**src/rtl/sc_dmem_arbiter.sv**
```systemverilog
// sc_dmem_arbiter: shares the data-memory/MMIO port between requester A (priority) and B (starvation guard).
// Optional build macro DMEM_ARB_B_RDONLY_EN: port B becomes read-only and dropped B writes are counted.
module sc_dmem_arbiter #(
  parameter int RD_LAT     = 1,
  parameter int STARVE_MAX = 4
) (
  input  logic        clock,
  input  logic        resetn,
  input  logic        a_req,
  input  logic        a_we,
  input  logic [31:0] a_addr,
  input  logic [31:0] a_wdata,
  output logic        a_gnt,
  output logic [31:0] a_rdata,
  output logic        a_rvalid,
  input  logic        b_req,
  input  logic        b_we,
  input  logic [31:0] b_addr,
  input  logic [31:0] b_wdata,
  output logic        b_gnt,
  output logic [31:0] b_rdata,
  output logic        b_rvalid,
  output logic [31:0] mem_addr,
  output logic [31:0] mem_din,
  output logic        mem_we,
  input  logic [31:0] mem_dout,
  output logic        busy
`ifdef DMEM_ARB_B_RDONLY_EN
  ,
  output logic [7:0]  b_wr_drop_cnt
`endif
);

  localparam logic [1:0] S_IDLE   = 2'd0;
  localparam logic [1:0] S_ACCESS = 2'd1;
  localparam logic [1:0] S_WAIT   = 2'd2;

  localparam logic [3:0] STARVE_LIM = 4'(STARVE_MAX);
  localparam logic [1:0] LAT_INIT   = 2'(RD_LAT - 1);

  logic [1:0]  r_state;
  logic        r_owner_b;
  logic [3:0]  r_starve;
  logic [1:0]  r_lat;
  logic        r_we;
  logic [31:0] r_addr;
  logic [31:0] r_wdata;
  logic [31:0] r_a_rdata;
  logic [31:0] r_b_rdata;
  logic        r_a_rvalid;
  logic        r_b_rvalid;

  logic        w_idle;
  logic        w_access;
  logic        w_start;
  logic        w_pick_b;
  logic        w_sel_we;
  logic [31:0] w_sel_addr;
  logic [31:0] w_sel_wdata;
  logic        w_wr_en;
  logic        w_rd_done;

  assign w_idle   = (r_state == S_IDLE);
  assign w_access = (r_state == S_ACCESS);
  assign w_start  = w_idle && (a_req || b_req);

  // B wins only when A is absent or A has starved B for STARVE_MAX grants
  assign w_pick_b    = b_req && (!a_req || (r_starve == STARVE_LIM));
  assign w_sel_we    = w_pick_b ? b_we    : a_we;
  assign w_sel_addr  = w_pick_b ? b_addr  : a_addr;
  assign w_sel_wdata = w_pick_b ? b_wdata : a_wdata;

  assign w_rd_done = (r_state == S_WAIT) && (r_lat == 2'd0);

`ifdef DMEM_ARB_B_RDONLY_EN
  assign w_wr_en = r_we && !r_owner_b;
`else
  assign w_wr_en = r_we;
`endif

  always_ff @(posedge clock or negedge resetn) begin
    if (!resetn) begin
      r_state    <= S_IDLE;
      r_owner_b  <= 1'b0;
      r_lat      <= 2'd0;
      r_a_rvalid <= 1'b0;
      r_b_rvalid <= 1'b0;
      r_a_rdata  <= 32'd0;
      r_b_rdata  <= 32'd0;
    end else begin
      r_a_rvalid <= 1'b0;
      r_b_rvalid <= 1'b0;
      case (r_state)
        S_IDLE: begin
          if (w_start) begin
            r_owner_b <= w_pick_b;
            r_state   <= S_ACCESS;
          end
        end
        S_ACCESS: begin
          if (r_we) begin
            r_state <= S_IDLE;
          end else begin
            r_lat   <= LAT_INIT;
            r_state <= S_WAIT;
          end
        end
        S_WAIT: begin
          if (w_rd_done) begin
            if (r_owner_b) begin
              r_b_rdata  <= mem_dout;
              r_b_rvalid <= 1'b1;
            end else begin
              r_a_rdata  <= mem_dout;
              r_a_rvalid <= 1'b1;
            end
            r_state <= S_IDLE;
          end else begin
            r_lat <= r_lat - 2'd1;
          end
        end
        default: r_state <= S_IDLE;
      endcase
    end
  end

  // Access attributes are only observed while in ACCESS, so they carry no reset
  always_ff @(posedge clock) begin
    if (w_start) begin
      r_we    <= w_sel_we;
      r_addr  <= w_sel_addr & 32'hFFFF_FFFC;
      r_wdata <= w_sel_wdata;
    end
  end

  always_ff @(posedge clock or negedge resetn) begin
    if (!resetn) begin
      r_starve <= 4'd0;
    end else if (!b_req) begin
      r_starve <= 4'd0;
    end else if (w_start) begin
      if (w_pick_b) begin
        r_starve <= 4'd0;
      end else if (r_starve != STARVE_LIM) begin
        r_starve <= r_starve + 4'd1;
      end
    end
  end

`ifdef DMEM_ARB_B_RDONLY_EN
  logic [7:0] r_drop_cnt;

  always_ff @(posedge clock or negedge resetn) begin
    if (!resetn) begin
      r_drop_cnt <= 8'd0;
    end else if (w_access && r_owner_b && r_we && (r_drop_cnt != 8'hFF)) begin
      r_drop_cnt <= r_drop_cnt + 8'd1;
    end
  end

  assign b_wr_drop_cnt = r_drop_cnt;
`endif

  assign a_gnt    = w_access && !r_owner_b;
  assign b_gnt    = w_access &&  r_owner_b;
  assign a_rdata  = r_a_rdata;
  assign b_rdata  = r_b_rdata;
  assign a_rvalid = r_a_rvalid;
  assign b_rvalid = r_b_rvalid;
  assign mem_addr = w_access ? r_addr : 32'd0;
  assign mem_din  = (w_access && r_we) ? r_wdata : 32'd0;
  assign mem_we   = w_access && w_wr_en;
  assign busy     = !w_idle;

endmodule
```
**config.mk**
```make
export PLATFORM = sky130hd
export DESIGN_NAME = sc_dmem_arbiter
export DESIGN_NICKNAME = d
export VERILOG_FILES = /design/src/rtl/sc_dmem_arbiter.sv
export SDC_FILE = /design/constraint.sdc
export NUM_CORES = 1
export LEC_CHECK = 0
export ABC_AREA = 1
export CORE_MARGIN = 2
export CORE_UTILIZATION = 45
export DETAILED_ROUTE_END_ITERATION = 10
export HOLD_SLACK_MARGIN = 0.12
export PLACE_DENSITY = 0.95
export SETUP_SLACK_MARGIN = 0.3
export SLEW_MARGIN = 0
export SYNTH_ARGS = -nofsm -noshare
export SYNTH_HDL_FRONTEND = slang
export SYNTH_SLANG_ARGS = --single-unit
export TNS_END_PERCENT = 10
```
**constraint.sdc**
```tcl
create_clock -name clock -period 4.6 [get_ports clock]
set_input_delay 0.92 -clock clock [delete_from_list [all_inputs] [get_ports clock]]
set_output_delay 0.92 -clock clock [all_outputs]
set_load 0.01 [all_outputs]
```
==> metrics.txt, run 1 <==
# TYPE chip_impl_metric gauge
chip_impl_info{name="outcome",value="finished, final reports clean"} 1
chip_impl_metric{name="critical_path.max_fanout",unit=""} 33
chip_impl_metric{name="final_instance_area",unit="µm²"} 9950
chip_impl_metric{name="area_fraction_in_compound_gates_after_synthesis",unit=""} 0.07766
chip_impl_info{name="yosysTopAreaCell",value="sky130_fd_sc_hd__edfxtp_1"} 1
chip_impl_metric{name="antenna-diode-count",unit=""} 0
chip_impl_metric{name="vias_in_the_first_global_route",unit=""} 5741
chip_impl_metric{name="cts_hold_buffers",unit=""} 0
chip_impl_metric{name="grt_antenna_before_repair",unit=""} 1
chip_impl_metric{name="die-area",unit="µm²"} 15440
chip_impl_metric{name="post_route_cells_drive_above_1_share",unit=""} 0.08159
chip_impl_metric{name="route.antenna.remaining_nets",unit=""} 0
chip_impl_metric{name="floorplan.rows",unit=""} 43
chip_impl_metric{name="ioPinCount",unit=""} 300
chip_impl_info{name="worst-setup-path-type",value="reg2out"} 1
chip_impl_info{name="main_combinational_cell_family_by_area_after_synthesis",value="simple AND/OR/NAND/NOR gates"} 1
chip_impl_metric{name="critical_path_required",unit="ns"} 3.68
chip_impl_info{name="ctsRootBufferMaster",value="sky130_fd_sc_hd__clkbuf_16"} 1
chip_impl_metric{name="reported_leakage_power",unit="nW"} 4.637
chip_impl_metric{name="synth-simple-area-share",unit=""} 0.2203
chip_impl_info{name="r2r_start",value="r_state[0]"} 1
chip_impl_metric{name="post_cts_buffers",unit=""} 0
chip_impl_metric{name="power_switching",unit="mW"} 1.921
chip_impl_metric{name="proportion_of_synthesized_chip_area_in_sequential_cells",unit=""} 0.5790
chip_impl_metric{name="fillerInstances",unit=""} 977
chip_impl_info{name="critical_path.slowest_cell",value="sky130_fd_sc_hd__nand2_1"} 1
chip_impl_metric{name="final.period_utilization",unit=""} 0.7653
chip_impl_metric{name="slew_headroom",unit=""} 0.2145
chip_impl_metric{name="finish.net_count",unit=""} 1161
chip_impl_info{name="tritoncts_clock_tree",value="built"} 1
chip_impl_metric{name="synth_largest_type_area_fraction",unit=""} 0.2907
chip_impl_metric{name="tritoncts.num_buffers",unit=""} 17
chip_impl_metric{name="drv.max_cap_violation_count",unit=""} 0
chip_impl_metric{name="place_area",unit="µm²"} 9373
chip_impl_metric{name="gpl_congestion",unit=""} 0.8851
chip_impl_info{name="yosys-top-cells-area",value="sky130_fd_sc_hd__edfxtp_1 29%, sky130_fd_sc_hd__dfrtp_1 29%, sky130_fd_sc_hd__nand2_1 12%, sky130_fd_sc_hd__inv_1 6.4%, sky130_fd_sc_hd__nand3_1 5.2%"} 1
chip_impl_metric{name="drt_iter0_markers",unit=""} 353
chip_impl_metric{name="area_growth",unit="%"} 52.86
chip_impl_metric{name="coreArea",unit="µm²"} 13990
chip_impl_metric{name="groute.usage.overall",unit=""} 0.2321
chip_impl_metric{name="place_hpwl",unit="µm"} 12990
chip_impl_metric{name="clkTransAtPathRegs",unit="ns"} 0.06
chip_impl_metric{name="max_freq",unit="MHz"} 284.1
chip_impl_metric{name="worst-endpoint-arrival",unit="ns"} 2.60
chip_impl_metric{name="fraction_of_the_mapped_netlist_area_in_adder_cells",unit=""} 0.005767
chip_impl_metric{name="drt-pass1-iter-count",unit=""} 7
chip_impl_info{name="path_cells",value="inv_1, nand2_1, nor2_1, clkdlybuf4s50_1"} 1
chip_impl_metric{name="ir_drop",unit="V"} 0.0002635
chip_impl_metric{name="post_cts_resized",unit=""} 0
chip_impl_metric{name="timing.clock.skew",unit="ns"} 0.007140
chip_impl_metric{name="cts_buffer_depth",unit=""} 2
chip_impl_metric{name="timing.final.crit_period",unit="ns"} 3.520
chip_impl_metric{name="critPathMaxStageDelay",unit="ns"} 0.68
chip_impl_metric{name="routedWlPerCell",unit="µm"} 15.10
chip_impl_metric{name="hold_viol",unit=""} 0
chip_impl_metric{name="synth_mux_area_frac",unit=""} 0
chip_impl_metric{name="ctsHtreeMaxLevel",unit=""} 4
chip_impl_metric{name="cts.sink_count",unit=""} 138
chip_impl_metric{name="yosysUniqueCellTypes",unit=""} 20
chip_impl_metric{name="global_route_wire_length_before_repair",unit="µm"} 28490
chip_impl_metric{name="via_count_of_the_routed_design",unit=""} 5747
chip_impl_metric{name="worst_slew_pin_slew",unit="ns"} 1.175
chip_impl_info{name="worst_hold_path_type",value="reg2reg"} 1
chip_impl_metric{name="power_per_cell_area",unit="nW/µm²"} 578.0
chip_impl_info{name="cp-end-kind",value="output port"} 1
chip_impl_metric{name="setup-violations-final",unit=""} 0
chip_impl_metric{name="switching_share_of_power",unit=""} 0.3341
chip_impl_metric{name="critPathBufInv",unit=""} 2
chip_impl_metric{name="synthXorXnorAreaFrac",unit=""} 0
chip_impl_metric{name="route.detailed.drc",unit=""} 0
chip_impl_metric{name="grt_max_degree",unit=""} 76
chip_impl_info{name="hold_start",value="a_rdata[4]"} 1
chip_impl_metric{name="die_width",unit="µm"} 124.3
chip_impl_metric{name="syn_avg_cell_area",unit="µm²"} 9.129
chip_impl_metric{name="effective_utilization_at_floorplan",unit=""} 0.4653
chip_impl_metric{name="share_clk_of_total_power",unit=""} 0.229
chip_impl_metric{name="holdWs",unit="ns"} 0.4775
chip_impl_metric{name="internal_power",unit="mW"} 3.830
chip_impl_metric{name="combPwrFrac",unit=""} 0.409
chip_impl_metric{name="synthesis.yosys.warnings",unit=""} 0
chip_impl_metric{name="post_synth_instance_area",unit="µm²"} 6509
chip_impl_metric{name="clk_latency",unit="ns"} 0.41
chip_impl_metric{name="floorplan.die.height",unit="µm"} 124.3
chip_impl_info{name="cp-startpoint",value="r_state[1]"} 1
chip_impl_metric{name="power.share.sequential",unit=""} 0.361
chip_impl_metric{name="final.setup.tns",unit="ns"} 0
chip_impl_metric{name="synthesis.instances",unit=""} 713
chip_impl_metric{name="routed_wirelength",unit="µm"} 17890
chip_impl_info{name="grt_setup_unrepaired",value="false"} 1
chip_impl_metric{name="place.port_buffers",unit=""} 293
chip_impl_info{name="start_kind",value="flip-flop"} 1
chip_impl_metric{name="synth.ff_latch_count",unit=""} 138
chip_impl_metric{name="grt-ovfl-total",unit=""} 0
chip_impl_metric{name="viasPerCell",unit=""} 4.850
chip_impl_info{name="worst_path_dominant_cell_family",value="simple AND/OR/NAND/NOR gates"} 1
chip_impl_metric{name="slew_violations",unit=""} 0
## cells in the mapped netlist
cell type and n:
sky130_fd_sc_hd__buf_2 4, sky130_fd_sc_hd__o21bai_1 4, sky130_fd_sc_hd__clkbuf_1 6, sky130_fd_sc_hd__dfrtp_1 75
sky130_fd_sc_hd__nand3_1 68, sky130_fd_sc_hd__buf_4 13, sky130_fd_sc_hd__buf_6 18, sky130_fd_sc_hd__o21ai_0 19
sky130_fd_sc_hd__ha_1 3, sky130_fd_sc_hd__inv_1 111, sky130_fd_sc_hd__o21ai_1 13, sky130_fd_sc_hd__nand2_1 201
sky130_fd_sc_hd__nor2_1 70, sky130_fd_sc_hd__o21ai_2 36, sky130_fd_sc_hd__nand4_1 2, sky130_fd_sc_hd__edfxtp_1 63
sky130_fd_sc_hd__nand2_4 2, sky130_fd_sc_hd__nand3_2 3, sky130_fd_sc_hd__conb_1 1, sky130_fd_sc_hd__nor2_4 1
## power groups by stage
stage | clock network, mW | registers [mW] | logic, mW
floorplan | 0 | 2.20 | 0.932
global placement | 0 | 2.06 | 2.29
detailed placement | 0 | 2.10 | 2.36
CTS | 1.34 | 2.08 | 2.38
global route | 1.39 | 2.14 | 2.54
finish | 1.32 | 2.08 | 2.35
## layout by cell type, fill, tap and decap left out, drive strengths merged
| master | count |
|---|---|
| bufinv | 2 |
| clkdlybuf4s50 | 291 |
| nor2 | 71 |
| o21bai | 4 |
| clkbuf | 17 |
| ha | 3 |
| conb | 2 |
| clkinv | 7 |
| nand4 | 2 |
| buf | 9 |
| edfxtp | 63 |
| inv | 113 |
| nand2 | 203 |
| clkinvlp | 4 |
| o21ai | 68 |
| dfrtp | 75 |
| nand3 | 71 |
## state kept, by name, summed over array words and instances, names as in the netlist
signal,count
a_rdata,32
a_rvalid,1
b_rdata,32
b_rvalid,1
r_addr,30
r_lat,2
r_owner_b,1
r_starve,4
r_state,2
r_wdata,32
r_we,1
## worst paths after layout
path	to	depth (start not counted)	slack [ns]
setup / recovery	mem_addr[10]	4	1.08
hold / removal	a_rdata[4]	2	0.48
setup reg to reg	r_wdata[4]	4	2.47
hold reg to reg	a_rdata[4]	2	0.48
max in group asynchronous	r_lat[1]	1	3.36
min in group asynchronous	a_rdata[6]	1	0.65
## cell families (layout without fill, tap and decap cells)
family,count (synthesis),in the layout
and+or+nand+nor,347,347
buffers and inverters,152,443
DFF,138,138
AOI/OAI and AO/OA,72,72
adders and majority gates,3,3
other,1,2
## metrics by stage
step / instances / setup slack (ns) / power (mW) / util
global placement: 1153 / 1.610 / 4.353 / 0.6700
floorplan: 714 / 1.895 / 3.137 / -
global route: 1185 / 0.9569 / 6.071 / 0.7113
finish: 1185 / 1.080 / 5.751 / 0.7113
detailed placement: 1153 / 1.553 / 4.460 / 0.6700
CTS: 1185 / 1.038 / 5.803 / 0.7113
## worst register-to-register path, delay by kind of cell, from the launching register on
kind            cells  cell delay, ns
flops               1            0.44
simple gates        1            0.15
compound gates      1            0.20
buf+inv             2            1.01
## routing by layer
metal	vias to the layer above	GRT usage	part of all wire
met1	2663	0.2567	0.38
met3	32	0.05412	0.061
met4	0	0.09914	0.027
met5	-	0	0
met2	267	0.4249	0.53
li1	2785	-	-
## layout make-up
type,instances,area [µm²],share of cell area
clock buffers,17,425.4,0.04276
flip-flops and latches,138,3769,0.3788
inverters,111,416.7,0.04188
clock inverters,15,151.4,0.01522
multi-input cells,424,1984,0.1994
repair buffers,300,2978,0.2993
well taps,180,225.2,0.02264
Note: power is estimated with default switching activity, not from simulation.
==> run 2, diff against run 1 <==
Settings changed: CORE_UTILIZATION 45 to 38, PLACE_DENSITY 0.95 to 0.88.
Clock period 4.6 ns to 2.86 ns, I/O delays scaled along.
==> metrics.txt, run 2 (synthesized netlist as in run 1, its figures left out) <==
# TYPE chip_impl_metric gauge
chip_impl_metric{name="place.port_buffers",unit=""} 293
chip_impl_metric{name="critical_path_required",unit="ns"} 2.29
chip_impl_metric{name="final.period_utilization",unit=""} 0.8758
chip_impl_metric{name="via_count_of_the_routed_design",unit=""} 5616
chip_impl_metric{name="grt.met1_usage",unit=""} 0.2106
chip_impl_metric{name="cts_buffer_depth",unit=""} 2
chip_impl_info{name="ctsRootBufferMaster",value="sky130_fd_sc_hd__clkbuf_16"} 1
chip_impl_metric{name="slew_headroom",unit=""} 0.5432
chip_impl_metric{name="drt-pass1-iter-count",unit=""} 4
chip_impl_metric{name="final_instance_area",unit="µm²"} 10050
chip_impl_metric{name="post_cts_resized",unit=""} 5
chip_impl_metric{name="die-area",unit="µm²"} 18190
chip_impl_metric{name="ir_drop",unit="V"} 0.0005243
chip_impl_metric{name="global_route_wire_length_before_repair",unit="µm"} 26510
chip_impl_metric{name="max_freq",unit="MHz"} 399.2
chip_impl_metric{name="setup-violations-final",unit=""} 0
chip_impl_info{name="grt_setup_unrepaired",value="true"} 1
chip_impl_metric{name="fillerInstances",unit=""} 1373
chip_impl_metric{name="grt_antenna_before_repair",unit=""} 0
chip_impl_metric{name="rr_worst_depth",unit=""} 6
chip_impl_info{name="outcome",value="finished, final reports clean"} 1
chip_impl_metric{name="routedWlPerCell",unit="µm"} 13.66
chip_impl_metric{name="place_area",unit="µm²"} 9490
chip_impl_metric{name="sequential_cell_area",unit="µm²"} 3769
chip_impl_info{name="most-common-layout-cells",value="288 x sky130_fd_sc_hd__clkdlybuf4s50_1, 200 x sky130_fd_sc_hd__nand2_1, 109 x sky130_fd_sc_hd__inv_1"} 1
chip_impl_metric{name="timing.clock.skew",unit="ns"} 0.007107
chip_impl_metric{name="grt.met3_usage",unit=""} 0.05593
chip_impl_metric{name="drt_iter0_markers",unit=""} 173
chip_impl_metric{name="worst-endpoint-arrival",unit="ns"} 1.93
chip_impl_info{name="layout.cells.most_common",value="sky130_fd_sc_hd__clkdlybuf4s50_1"} 1
chip_impl_info{name="cp-end-kind",value="output port"} 1
chip_impl_metric{name="grtUsageMet2",unit=""} 0.3356
chip_impl_metric{name="post_route_cells_drive_above_1_share",unit=""} 0.09100
chip_impl_metric{name="die_width",unit="µm"} 134.9
chip_impl_metric{name="setup_slack_of_the_critical_path_after_layout",unit="ns"} 0.3552
chip_impl_metric{name="grt_max_degree",unit=""} 76
chip_impl_metric{name="post_cts_buffers",unit=""} 0
chip_impl_metric{name="ioPinCount",unit=""} 300
chip_impl_metric{name="finish.net_count",unit=""} 1167
chip_impl_metric{name="antenna-diode-count",unit=""} 0
chip_impl_metric{name="critical_path.max_fanout",unit=""} 33
chip_impl_metric{name="critPathMaxStageDelay",unit="ns"} 0.58
chip_impl_metric{name="area_growth",unit="%"} 54.46
chip_impl_info{name="worst-setup-path-type",value="reg2out"} 1
chip_impl_metric{name="power_per_cell_area",unit="nW/µm²"} 911.0
chip_impl_metric{name="slew_violations",unit=""} 0
chip_impl_info{name="critical_path.slowest_cell",value="sky130_fd_sc_hd__clkdlybuf4s50_1"} 1
chip_impl_metric{name="viasPerCell",unit=""} 4.562
chip_impl_metric{name="worst_slew_pin_slew",unit="ns"} 0.6844
chip_impl_metric{name="cts_hold_buffers",unit=""} 0
chip_impl_info{name="path_cells",value="inv_2, nand3_1, buf_6, nor2_1, clkdlybuf4s50_1"} 1
chip_impl_metric{name="timing.final.crit_period",unit="ns"} 2.505
chip_impl_metric{name="floorplan.die.height",unit="µm"} 134.9
chip_impl_metric{name="clkTransAtPathRegs",unit="ns"} 0.06
chip_impl_info{name="worst_hold_path_type",value="in2async"} 1
chip_impl_info{name="globalRoute.busiestLayer",value="met2"} 1
chip_impl_metric{name="cts.sink_count",unit=""} 138
chip_impl_metric{name="route.detailed.drc",unit=""} 0
chip_impl_metric{name="grt-ovfl-total",unit=""} 0
chip_impl_metric{name="place_hpwl",unit="µm"} 12550
chip_impl_metric{name="gpl_congestion",unit=""} 0.7778
chip_impl_metric{name="tritoncts.num_buffers",unit=""} 17
chip_impl_metric{name="route.antenna.remaining_nets",unit=""} 0
chip_impl_metric{name="ctsHtreeMaxLevel",unit=""} 4
chip_impl_metric{name="vias_in_the_first_global_route",unit=""} 5436
chip_impl_metric{name="rrSetupSlack",unit="ns"} 0.87
chip_impl_metric{name="multi_input_area",unit="µm²"} 1987
chip_impl_metric{name="dp_worst_setup_slack",unit="ns"} 0.5131
chip_impl_info{name="tritoncts_clock_tree",value="built"} 1
chip_impl_metric{name="reported_leakage_power",unit="nW"} 4.718
chip_impl_info{name="start_kind",value="flip-flop"} 1
chip_impl_metric{name="drv.max_cap_violation_count",unit=""} 0
chip_impl_metric{name="groute.usage.overall",unit=""} 0.1886
chip_impl_metric{name="coreArea",unit="µm²"} 16640
chip_impl_metric{name="hold_viol",unit=""} 0
chip_impl_info{name="r2r_end",value="b_rdata[4]"} 1
chip_impl_metric{name="routed_wirelength",unit="µm"} 16820
chip_impl_metric{name="final.setup.tns",unit="ns"} 0
chip_impl_info{name="r2r_start",value="r_lat[0]"} 1
chip_impl_metric{name="effective_utilization_at_floorplan",unit=""} 0.3911
chip_impl_metric{name="floorplan.rows",unit=""} 47
chip_impl_metric{name="clk_latency",unit="ns"} 0.41
[run 2: cell count changes in the layout (fill, tap and decap cells not counted), moves of 2 or more]
| cell | change |
|---|---|
| sky130_fd_sc_hd__buf_12 | +2 |
| sky130_fd_sc_hd__buf_6 | +2 |
| sky130_fd_sc_hd__bufinv_16 | -2 |
| sky130_fd_sc_hd__clkbuf_8 | +2 |
| sky130_fd_sc_hd__clkdlybuf4s50_1 | -3 |
| sky130_fd_sc_hd__clkinv_1 | -2 |
| sky130_fd_sc_hd__clkinvlp_4 | -3 |
| sky130_fd_sc_hd__dlymetal6s2s_1 | +2 |
| sky130_fd_sc_hd__inv_4 | +3 |
[run 2: layout make-up]
type,count,area share
clock inverters,12,0.008836
repair buffers,306,0.3040
well taps,220,0.02738
multi-input cells,424,0.1976
inverters,111,0.04144
clock buffers,20,0.04580
flip-flops and latches,138,0.3749
[run 2: metrics by stage]
| step | total power [mW] | cells | hold WS [ns] | util |
|---|---|---|---|---|
| 5_1_grt | 9.744 | 1231 | 0.2104 | 0.6041 |
| 2_1_floorplan | 5.045 | 714 | 0.2764 | - |
| 3_5_place_dp | 7.204 | 1199 | 0.4667 | 0.5703 |
| 6_report | 9.159 | 1231 | 0.1812 | 0.6041 |
| 4_1_cts | 9.268 | 1231 | 0.1826 | 0.6038 |
| 3_3_place_gp | 7.073 | 1199 | 0.4625 | 0.5703 |
[run 2: how the worst max path moves through the flow]
stage / from / end / slack (ns)
finish: r_state[1] / mem_din[14] / 0.36
global route: r_state[1] / mem_din[14] / 0.25
CTS: r_state[1] / mem_din[20] / 0.32
detailed placement: a_req / r_addr[12] / 0.51
global placement: a_req / r_wdata[13] / 0.56
floorplan: a_req / r_addr[10] / 0.50
[run 2: critical path: cells and delay by family, from the launching register on]
family        cells  cell delay [ns]
buf+inv           3             0.90
flops             1             0.39
simple gates      2             0.21
[run 2: power by group]
group          switching, mW  leakage [nW]  internal [mW]  total (mW)
Clock                  0.847         0.276           1.17        2.02
Combinational           1.86          2.91           1.96        3.82
Sequential             0.351          1.53           2.97        3.32
[run 2: routing by layer]
| layer | vias to the layer above | wire length (µm) |
|---|---|---|
| met2 | 247 | 8519 |
| met3 | 24 | 1446 |
| met4 | 0 | 370 |
| met1 | 2541 | 6480 |
| li1 | 2804 | - |
| met5 | - | 0 |
